==> config.mk <==
export PLATFORM = sky130hd
export DESIGN_NAME = gpu_launcher_flat
export DESIGN_NICKNAME = d
export VERILOG_FILES = /design/src/rtl/gpu_launcher_if.sv /design/src/rtl/gpu_launcher.sv /design/src/flat_wrapper.sv
export SDC_FILE = /design/constraint.sdc
export NUM_CORES = 1
export LEC_CHECK = 0
export BUFFER_PORTS_ARGS = -buffer_cell sky130_fd_sc_hd__buf_4
export CAP_MARGIN = 20
export CORE_ASPECT_RATIO = 1.5
export CORE_MARGIN = 4
export CORE_UTILIZATION = 40
export CTS_CLUSTER_DIAMETER = 60
export DETAILED_ROUTE_END_ITERATION = 12
export SLEW_MARGIN = 10
export SYNTH_ARGS = -nofsm -noshare
export SYNTH_HDL_FRONTEND = slang
export SYNTH_SLANG_ARGS = --single-unit
==> constraint.sdc <==
create_clock -name clk -period 6.5 [get_ports clk]
set_input_delay 1.3 -clock clk [delete_from_list [all_inputs] [get_ports clk]]
set_output_delay 1.3 -clock clk [all_outputs]
set_load 0.02 [all_outputs]
==> src/rtl/gpu_launcher_if.sv <==
// gpu_launcher_if
// Bundles every signal between the kernel launcher and its two neighbours:
// the host side (launch commands in, completion reports out) and the gpu
// side (reset, device-control write, start, done).
//
// Signals:
//   cmd_valid / cmd_ready / cmd_thread_count       host launch request
//   rsp_valid / rsp_ready / rsp_cycles / rsp_timeout  completion report
//   gpu_reset, device_control_write_enable,
//   device_control_data, start                     launcher -> gpu controls
//   done                                           gpu -> launcher
//   busy                                           launcher activity flag
//
// Modports:
//   slave  - the launcher itself
//   master - the host/gpu environment that drives the launcher
interface gpu_launcher_if #(
    parameter int CYCLE_BITS = 16
);
    logic                  cmd_valid;
    logic                  cmd_ready;
    logic [7:0]            cmd_thread_count;
    logic                  gpu_reset;
    logic                  device_control_write_enable;
    logic [7:0]            device_control_data;
    logic                  start;
    logic                  done;
    logic                  rsp_valid;
    logic                  rsp_ready;
    logic [CYCLE_BITS-1:0] rsp_cycles;
    logic                  rsp_timeout;
    logic                  busy;

    modport slave (
        input  cmd_valid, cmd_thread_count, done, rsp_ready,
        output cmd_ready, gpu_reset, device_control_write_enable,
               device_control_data, start, rsp_valid, rsp_cycles,
               rsp_timeout, busy
    );

    modport master (
        output cmd_valid, cmd_thread_count, done, rsp_ready,
        input  cmd_ready, gpu_reset, device_control_write_enable,
               device_control_data, start, rsp_valid, rsp_cycles,
               rsp_timeout, busy
    );
endinterface

==> src/rtl/gpu_launcher.sv <==
// gpu_launcher
// Queues kernel launch commands from a host and sequences each one onto the
// gpu: one cycle of gpu reset, one device-control write of the thread count,
// then start held until the gpu reports done or the run times out. Each
// kernel produces one completion report (cycles used, timeout flag).
//
// Ports:
//   clk    - single clock, rising edge
//   reset  - asynchronous, active-low
//   bus    - gpu_launcher_if.slave carrying the command, report and gpu
//            control signals
module gpu_launcher #(
    parameter int                    QUEUE_DEPTH    = 4,
    parameter int                    CYCLE_BITS     = 16,
    parameter logic [CYCLE_BITS-1:0] TIMEOUT_CYCLES = 16'hFFFF
) (
    input  logic           clk,
    input  logic           reset,
    gpu_launcher_if.slave  bus
);
    localparam int                    PTR_W    = $clog2(QUEUE_DEPTH);
    localparam logic [PTR_W-1:0]      PTR_ONE  = {{(PTR_W-1){1'b0}}, 1'b1};
    localparam logic [PTR_W:0]        CNT_ONE  = {{PTR_W{1'b0}}, 1'b1};
    localparam logic [PTR_W:0]        CNT_FULL = (PTR_W+1)'(QUEUE_DEPTH);
    localparam logic [CYCLE_BITS-1:0] CYC_ONE  = {{(CYCLE_BITS-1){1'b0}}, 1'b1};

    typedef enum logic [2:0] {
        IDLE,
        GPU_RST,
        DCR_WR,
        RUN,
        ABORT,
        RESP
    } state_t;

    state_t                state;
    state_t                next_state;

    logic [7:0]            fifo_mem [QUEUE_DEPTH];
    logic [PTR_W-1:0]      wr_ptr;
    logic [PTR_W-1:0]      rd_ptr;
    logic [PTR_W:0]        fifo_count;
    logic [7:0]            head;
    logic                  push;
    logic                  pop;

    logic [7:0]            thread_count;
    logic [CYCLE_BITS-1:0] counter;
    logic [CYCLE_BITS-1:0] counter_inc;
    logic [CYCLE_BITS-1:0] rsp_cycles_q;
    logic                  rsp_timeout_q;
    logic                  gpu_reset_q;
    logic                  dcr_we_q;
    logic [7:0]            dcr_data_q;
    logic                  start_q;
    logic                  rsp_valid_q;

    assign head        = fifo_mem[rd_ptr];
    assign push        = bus.cmd_valid && bus.cmd_ready;
    // The counter value seen "in" the current RUN cycle, so the first RUN
    // cycle reads 1; it sticks at all-ones instead of wrapping.
    assign counter_inc = (counter == '1) ? counter : counter + CYC_ONE;

    // Command storage. Entries need no reset: only occupancy decides what
    // is valid, and occupancy is cleared by reset.
    always_ff @(posedge clk) begin
        if (push) begin
            fifo_mem[wr_ptr] <= bus.cmd_thread_count;
        end
    end

    // FIFO pointers and occupancy. A simultaneous push and pop leaves the
    // occupancy unchanged; pointers wrap naturally since the depth is a
    // power of two.
    always_ff @(posedge clk or negedge reset) begin
        if (!reset) begin
            wr_ptr     <= '0;
            rd_ptr     <= '0;
            fifo_count <= '0;
        end else begin
            if (push) begin
                wr_ptr <= wr_ptr + PTR_ONE;
            end
            if (pop) begin
                rd_ptr <= rd_ptr + PTR_ONE;
            end
            case ({push, pop})
                2'b10:   fifo_count <= fifo_count + CNT_ONE;
                2'b01:   fifo_count <= fifo_count - CNT_ONE;
                default: fifo_count <= fifo_count;
            endcase
        end
    end

    // State register.
    always_ff @(posedge clk or negedge reset) begin
        if (!reset) begin
            state <= IDLE;
        end else begin
            state <= next_state;
        end
    end

    // Next-state logic. The FIFO is popped only from IDLE, which guarantees
    // at least one IDLE cycle between a report handshake and the next pop.
    // done is looked at only in RUN, and it beats the timeout when both
    // happen in the same cycle.
    always_comb begin
        next_state = state;
        pop        = 1'b0;
        case (state)
            IDLE: begin
                if (fifo_count != '0) begin
                    pop        = 1'b1;
                    next_state = (head == 8'd0) ? RESP : GPU_RST;
                end
            end
            GPU_RST: next_state = DCR_WR;
            DCR_WR:  next_state = RUN;
            RUN: begin
                if (bus.done) begin
                    next_state = RESP;
                end else if ((TIMEOUT_CYCLES != '0) && (counter_inc == TIMEOUT_CYCLES)) begin
                    next_state = ABORT;
                end
            end
            ABORT:   next_state = RESP;
            RESP: begin
                if (rsp_valid_q && bus.rsp_ready) begin
                    next_state = IDLE;
                end
            end
            default: next_state = IDLE;
        endcase
    end

    // Datapath: latched thread count, run counter and report fields. The
    // report fields change only on the way into RESP, so they stay stable
    // while the host applies backpressure.
    always_ff @(posedge clk or negedge reset) begin
        if (!reset) begin
            thread_count  <= '0;
            counter       <= '0;
            rsp_cycles_q  <= '0;
            rsp_timeout_q <= 1'b0;
        end else begin
            if (pop) begin
                thread_count <= head;
            end
            case (state)
                IDLE: begin
                    if (pop && (head == 8'd0)) begin
                        rsp_cycles_q  <= '0;
                        rsp_timeout_q <= 1'b0;
                    end
                end
                DCR_WR: counter <= '0;
                RUN: begin
                    counter <= counter_inc;
                    if (bus.done) begin
                        rsp_cycles_q  <= counter_inc;
                        rsp_timeout_q <= 1'b0;
                    end
                end
                ABORT: begin
                    rsp_cycles_q  <= TIMEOUT_CYCLES;
                    rsp_timeout_q <= 1'b1;
                end
                default: ;
            endcase
        end
    end

    // GPU controls and report valid are registered copies of the state
    // being entered, so they are glitch-free, mutually exclusive by
    // construction, and drop the instant reset is asserted.
    always_ff @(posedge clk or negedge reset) begin
        if (!reset) begin
            gpu_reset_q <= 1'b0;
            dcr_we_q    <= 1'b0;
            dcr_data_q  <= '0;
            start_q     <= 1'b0;
            rsp_valid_q <= 1'b0;
        end else begin
            gpu_reset_q <= (next_state == GPU_RST) || (next_state == ABORT);
            dcr_we_q    <= (next_state == DCR_WR);
            dcr_data_q  <= (next_state == DCR_WR) ? thread_count : 8'd0;
            start_q     <= (next_state == RUN);
            rsp_valid_q <= (next_state == RESP);
        end
    end

    assign bus.cmd_ready                   = (fifo_count != CNT_FULL);
    assign bus.gpu_reset                   = gpu_reset_q;
    assign bus.device_control_write_enable = dcr_we_q;
    assign bus.device_control_data         = dcr_data_q;
    assign bus.start                       = start_q;
    assign bus.rsp_valid                   = rsp_valid_q;
    assign bus.rsp_cycles                  = rsp_cycles_q;
    assign bus.rsp_timeout                 = rsp_timeout_q;
    assign bus.busy                        = (state != IDLE) || (fifo_count != '0);
endmodule
==> src/flat_wrapper.sv <==
// flat-port wrapper written by rule: the top's interface ports become plain ports
module gpu_launcher_flat 
#(
    parameter int                    QUEUE_DEPTH    = 4,
    parameter int                    CYCLE_BITS     = 16,
    parameter logic [CYCLE_BITS-1:0] TIMEOUT_CYCLES = 16'hFFFF
)
  (clk, reset, bus_cmd_valid, bus_cmd_thread_count, bus_done, bus_rsp_ready, bus_cmd_ready, bus_gpu_reset, bus_device_control_write_enable, bus_device_control_data, bus_start, bus_rsp_valid, bus_rsp_cycles, bus_rsp_timeout, bus_busy);
  gpu_launcher_if #(.CYCLE_BITS(CYCLE_BITS)) bus_i ();
  input  logic clk;
  input  logic reset;
  input wire logic [$bits(bus_i.cmd_valid)-1:0] bus_cmd_valid;
  input wire logic [$bits(bus_i.cmd_thread_count)-1:0] bus_cmd_thread_count;
  input wire logic [$bits(bus_i.done)-1:0] bus_done;
  input wire logic [$bits(bus_i.rsp_ready)-1:0] bus_rsp_ready;
  output wire logic [$bits(bus_i.cmd_ready)-1:0] bus_cmd_ready;
  output wire logic [$bits(bus_i.gpu_reset)-1:0] bus_gpu_reset;
  output wire logic [$bits(bus_i.device_control_write_enable)-1:0] bus_device_control_write_enable;
  output wire logic [$bits(bus_i.device_control_data)-1:0] bus_device_control_data;
  output wire logic [$bits(bus_i.start)-1:0] bus_start;
  output wire logic [$bits(bus_i.rsp_valid)-1:0] bus_rsp_valid;
  output wire logic [$bits(bus_i.rsp_cycles)-1:0] bus_rsp_cycles;
  output wire logic [$bits(bus_i.rsp_timeout)-1:0] bus_rsp_timeout;
  output wire logic [$bits(bus_i.busy)-1:0] bus_busy;
  assign bus_i.cmd_valid = bus_cmd_valid;
  assign bus_i.cmd_thread_count = bus_cmd_thread_count;
  assign bus_i.done = bus_done;
  assign bus_i.rsp_ready = bus_rsp_ready;
  assign bus_cmd_ready = bus_i.cmd_ready;
  assign bus_gpu_reset = bus_i.gpu_reset;
  assign bus_device_control_write_enable = bus_i.device_control_write_enable;
  assign bus_device_control_data = bus_i.device_control_data;
  assign bus_start = bus_i.start;
  assign bus_rsp_valid = bus_i.rsp_valid;
  assign bus_rsp_cycles = bus_i.rsp_cycles;
  assign bus_rsp_timeout = bus_i.rsp_timeout;
  assign bus_busy = bus_i.busy;
  gpu_launcher #(.QUEUE_DEPTH(QUEUE_DEPTH), .CYCLE_BITS(CYCLE_BITS), .TIMEOUT_CYCLES(TIMEOUT_CYCLES)) u_core (.clk(clk), .reset(reset), .bus(bus_i));
endmodule
Word-level counts from Yosys, hierarchy flattened
Memory sizes are Yosys's and may differ from the RTL's.
Cells that the tools add are included.

word-level totals
  input bits = 13
  memory bits (writable) = 32
  register bits after elaboration = 63
  logic and storage cells = 69
  memories = 1
  output and inout port bits = 31

operators by class
  reduce and logical (&&, ||, !) cells = 13
  equal/unequal tests = 17
  $add $sub $neg = 5
  multiplexer cells = 20

memory list
  memory           depth  bits a word  read ports  clocked after Yosys merged registers in  wr ports  line                text
  u_core.fifo_mem  4      8            1           0                                        1         gpu_launcher.sv:39  logic [7:0] fifo_mem [QUEUE_DEPTH];

operators with widths
  cell                     count
  $mux W16                 3
  $pmux W16 S3             1
  $eq A16 B16 Y1 const B   2
  $pmux W16 S2             1
  $pmux W3 S6              1
  $add A16 B1 Y16 const B  1
  $mux W3                  5
  $eq A3 B2 Y1 const B     4
  $eq A3 B3 Y1 const B     4
  $reduce_bool A3 Y1       3
  $logic_not A8 Y1         1
  $mux W8                  1
  $eq A3 B1 Y1 const B     2
  $mux W1                  6
  $pmux W3 S2              1
  $add A2 B1 Y2 const B    2
  $reduce_bool A2 Y1       2
  $add A3 B1 Y3 const B    1
  $logic_and A1 B1 Y1      3
  $logic_not A3 Y1         1
  $ne A3 B3 Y1 const B     1
  $pmux W1 S3              1
  $reduce_and A3 Y1        1
  $sub A3 B1 Y3 const B    1
  5 further kinds          6

Longest topological paths before layout
  depth after elaboration = 8
  depth in mapped cells = 10
  gate-level depth less buffers = 10

Worst setup path before layout
No wires, ideal clock.

  path kind = input port to flip-flop
  start point = input bus_cmd_valid
  end point = register u_core.fifo_count[2]
  stages on the path = 8
  setup slack = 3.956 ns
  buffers on the path = 0
  arrival = 2.465 ns
  data required time = 6.421 ns
  setup time = 0.079 ns
  cell sequence = and2_1 inv_1 ha_1 inv_1 fa_1 xor2_1 nor2_1 xor2_1

between the ends
  longest elaborated chain between the ends = 3
  elaborated cells on any way between the ends = 5
  those cells by class = 2 x eq/ne; 1 x mux; 2 x reduce/logical

ends and longest elaborated chain
  element                                                   line                text
  from (decl)                                               flat_wrapper.sv:12  input wire logic [$bits(bus_i.cmd_valid)-1:0] bus_cmd_valid;
  $logic_and A1 B1 Y1 *                                     gpu_launcher.sv:59  assign push = bus.cmd_valid && bus.cmd_ready;
  $eq A2 B1 Y1 / $eq A2 B2 Y1 (equally long branches)       gpu_launcher.sv:87  case ({push, pop})
  $pmux W3 S2 / $reduce_bool A2 Y1 (equally long branches)  -
  to (signal assigned)                                      gpu_launcher.sv:88  2'b10: fifo_count <= fifo_count + CNT_ONE;
  to (signal assigned)                                      gpu_launcher.sv:89  2'b01: fifo_count <= fifo_count - CNT_ONE;
  to (signal assigned)                                      gpu_launcher.sv:90  default: fifo_count <= fifo_count;
  to (decl)                                                 gpu_launcher.sv:42  logic [PTR_W:0] fifo_count;

Mark *: on every way between the ends. The rest lies on a longest branch, timed or not.
A chain may end at the register's enable or synchronous reset.

Final worst setup path
  start point = register u_core.rd_ptr[0]
  end point = register u_core.rsp_cycles_q[3] (netlist: u_core.bus.rsp_cycles[3])

between the ends
  longest elaborated chain between the ends = 5

ends and longest elaborated chain
  element                      line                 text
  from (decl)                  gpu_launcher.sv:41   logic [PTR_W-1:0] rd_ptr;
  from (signal assigned)       gpu_launcher.sv:85   rd_ptr <= rd_ptr + PTR_ONE;
  $mem_v2 Z4 W8                -
  $logic_not A8 Y1             gpu_launcher.sv:152  if (pop && (head == 8'd0)) begin
  $logic_and A1 B1 Y1          gpu_launcher.sv:152
  $ne A2 B1 Y1 (no line)       -
  $reduce_and A3 Y1 (no line)  -
  to (signal assigned)         gpu_launcher.sv:161  rsp_cycles_q <= counter_inc;
  to (decl)                    gpu_launcher.sv:50   logic [CYCLE_BITS-1:0] rsp_cycles_q;

No other way between the ends.

==> run_results.csv <==
group,metric,value,unit
status,status,"complete, no violations",
clock_tree,cts_sinks,95,
timing,finalMaxSlewViolations,0,
pwr,power_frac_comb,36.2,%
timing,maxSlewHeadroom,33.83,%
pwr,intPower,1.495,mW
drt,dr.pass1.iters,4,
drt,viasPerCell,5.340,
synthesis,synth_top_family_by_area,"simple AND/OR/NAND/NOR gates",
synthesis,synthXorXnorAreaFrac,2.366,%
worst_setup_path,criticalPathCategory,"reg -> reg",
global_routing,grt_pass1_vias,3079,
floorplanning,die_area,0.01289,mm2
floorplanning,ios,44,
finish,layout_commonest_cell,"dfrtp_1",
finish,diodes,0,
finish,layout.nets,427,
worst_setup_path,r2r_start,"u_core.rd_ptr[0]$_DFFE_PN0P_",
worst_setup_path,critPathSlowestCell,"nand2_1",
timing,tightestPinTransition,0.9901,ns
finish,drive_above_1_share,22.09,%
hold_path,min-delay-start,"u_core.thread_count[3]$_DFFE_PN0P_",
hold_path,hold_path_class,"reg -> reg",
clock_tree,path_clk_slew,0.07,ns
finish,synthToLayoutAreaGrowth,15.49,%
worst_setup_path,required,6.72,ns
pwr,pwr_density_cell,455.6,mW/mm2
worst_setup_path,max_stage_delay,0.75,ns
synthesis,synth-main-ff-cell,"dfrtp_1",
finish,fillerInstances,1021,
pwr,power.leakage,2.151,nW
clock_tree,postCtsSetupRepairBufs,0,
placed_design,place.detailed.hpwl,6717,um
synthesis,synthArstFlopShare,66.32,%
synthesis,synth.yosys.seq_area_share,57.13,%
global_routing,track_usage,15.47,%
placed_design,portBuffers,43,
pwr,clkPwrFrac,22.6,%
timing,hold_slack,0.4908,ns
pwr,p_total,2.337,mW
timing,max_freq,301.6,MHz
synthesis,synth-simple-area-share,15.38,%
floorplanning,core_area,0.01071,mm2
clock_tree,clock_latency,0.34,ns
placed_design,place_congestion,0.9085,
timing,grt_setup_unrepaired,"false",
drt,drt_wl_total,9297,um
drt,wire_per_inst,16.72,um
synthesis,synth_cell_types,58,
synthesis,synth_compound_area_share,11.75,%
floorplanning,die_h,137.1,um
global_routing,gr-total-overflow,0,
clock_tree,cts-root-buf,"clkbuf_16",
drt,vias,2969,
clock_tree,hold_buffers,0,
global_routing,grt_use_met1,17.03,%
global_routing,met2_usage,28.21,%
clock_tree,htreeDepth,3,
synthesis,synth_fp_nets,393,
synthesis,synth_adder_area_share,2.141,%
timing,hold_viol_final,0,
timing,setup_viol,0,
pwr,swShare,36.03,%
floorplanning,initial_core_util,41.49,%
drt,drc,0,
clock_tree,ctsResizeCount,0,
global_routing,busiest_layer,"met2",
timing,skew,0.006982,ns
worst_setup_path,path_cells,"mux4_2 -> nor4_1 -> and4b_1 -> o21ai_0 -> nand2_1 -> o211ai_1 -> o21a_1",
floorplanning,die_w,94.04,um
worst_setup_path,critical_path_arrival,3.54,ns
worst_setup_path,crit_buf_inv,0,
global_routing,antenna_found_initial,0,
global_routing,grt_max_degree,64,
global_routing,grt_first_pass_wirelength,15140,um
pwr,ir_worst_vdd,216.4,uV
worst_setup_path,startpoint,"u_core.rd_ptr[0]$_DFFE_PN0P_",
clock_tree,clockBufferDepth,2,
finish,final_core_util,47.92,%
synthesis,synth_cells,373,
synthesis,syn_area,0.004442,mm2
floorplanning,rows,46,
synthesis,synth-edff-count,32,
worst_setup_path,crit_family,"simple AND/OR/NAND/NOR gates",
timing,tns,0,ns
drt,drtIter0Drc,171,
pwr,share_seq_of_total_power,41.2,%
synthesis,synth_area_per_cell,11.91,um2
global_routing,met3_usage,2.585,%
synthesis,synth_mux_area_share,7.211,%
worst_setup_path,cp-start-kind,"register",
synthesis,yosys_warnings,0,
synthesis,ys_ff_latch,95,
finish,layout_common_cells,"dfrtp_1, buf_4, nor2_1",
pwr,power_switching,842.1,uW
job,drv_cap,0,
drt,drtAntennaViolNets,0,
worst_setup_path,endpoint_kind,"register",
clock_tree,cts_tree,"built",
timing,fin_crit_sh,51.01,%
clock_tree,cts_buffers,9,
timing,finalCriticalPeriod,3.316,ns
worst_setup_path,worstPathMaxFanout,32,
## cells by family (layout without fill, tap and decap cells)
| family | Yosys count | after routing |
|---|---|---|
| AO/OA/AOI/OAI | 74 | 74 |
| adder cells (fa/ha/maj) | 7 | 7 |
| AND/OR/NAND/NOR | 130 | 130 |
| buffers and inverters | 34 | 73 |
| multiplexers | 21 | 21 |
| flip-flops | 95 | 95 |
| XOR/XNOR | 12 | 12 |
## path summary, 6_finish.rpt
path | end | slack, ns | cells past startpoint
setup reg to reg | u_core.bus.rsp_cycles[3]$_DFFE_PN0P_ | 3.18 | 7
max in group asynchronous | u_core.fifo_count[1]$_DFFE_PN0P_ | 4.92 | 1
setup / recovery | u_core.bus.rsp_cycles[3]$_DFFE_PN0P_ | 3.18 | 7
hold / removal | u_core.bus.device_control_data[3]$_DFF_PN0_ | 0.49 | 1
hold reg to reg | u_core.bus.device_control_data[3]$_DFF_PN0_ | 0.49 | 1
min in group asynchronous | u_core.counter[0]$_DFFE_PN0P_ | 1.01 | 1
## metrics by stage
stage | setup slack (ns) | cells | cell area (um2)
6_report | 3.184 | 556 | 5130
5_1_grt | 2.871 | 556 | 5130
4_1_cts | 3.118 | 556 | 5130
3_5_place_dp | 3.126 | 540 | 4832
3_3_place_gp | 3.226 | 540 | 4832
2_1_floorplan | 3.956 | 373 | 4442
## cell type report
| cell class | count | area, um2 | share of cell area (%) |
|---|---|---|---|
| Clock buffer | 10 | 239.0 | 4.659 |
| Inverter | 12 | 45.04 | 0.8780 |
| Sequential cell | 95 | 2537 | 49.46 |
| Tap cell | 144 | 180.2 | 3.512 |
| Timing Repair Buffer | 45 | 337.8 | 6.585 |
| Clock inverter | 6 | 58.81 | 1.146 |
| Multi-Input combinational cell | 244 | 1732 | 33.76 |
## cell usage after synthesis, types with 8 or more instances
master / count / area (um2)
nand3_1: 11 / 55.05
and2_1: 14 / 87.58
dfrtp_1: 63 / 1577
mux2_2: 8 / 90.09
nand2_1: 24 / 90.09
mux4_2: 8 / 180.2
a21oi_1: 23 / 115.1
nor2_1: 33 / 123.9
o21ai_0: 12 / 60.06
and3_1: 8 / 50.05
nor3_1: 12 / 60.06
inv_1: 12 / 45.04
edfxtp_1: 32 / 960.9
## registers in the layout, indices dropped and copies added (netlist names), 3 cells and up
register and count:
u_core.bus.rsp_cycles 16, u_core.fifo_count 3, u_core.fifo_mem 32, u_core.thread_count 8, u_core.counter 16, u_core.state 3
u_core.bus.device_control_data 8
## metal layers
layer,vias to the layer above,wire [um]
met4,0,267
met3,19,355
li1,1430,-
met2,67,5040
met1,1453,3633
met5,-,0
## power groups by stage
stage / Sequential, mW / Clock [mW] / Combinational (mW)
after floorplan: 1.01 / 0 / 0.526
after global placement: 0.972 / 0 / 0.844
final: 0.963 / 0.529 / 0.846
after detailed placement: 0.976 / 0 / 0.863
after global routing: 0.991 / 0.570 / 0.936
after CTS: 0.968 / 0.541 / 0.863
Power figures use the tool's default switching activity.
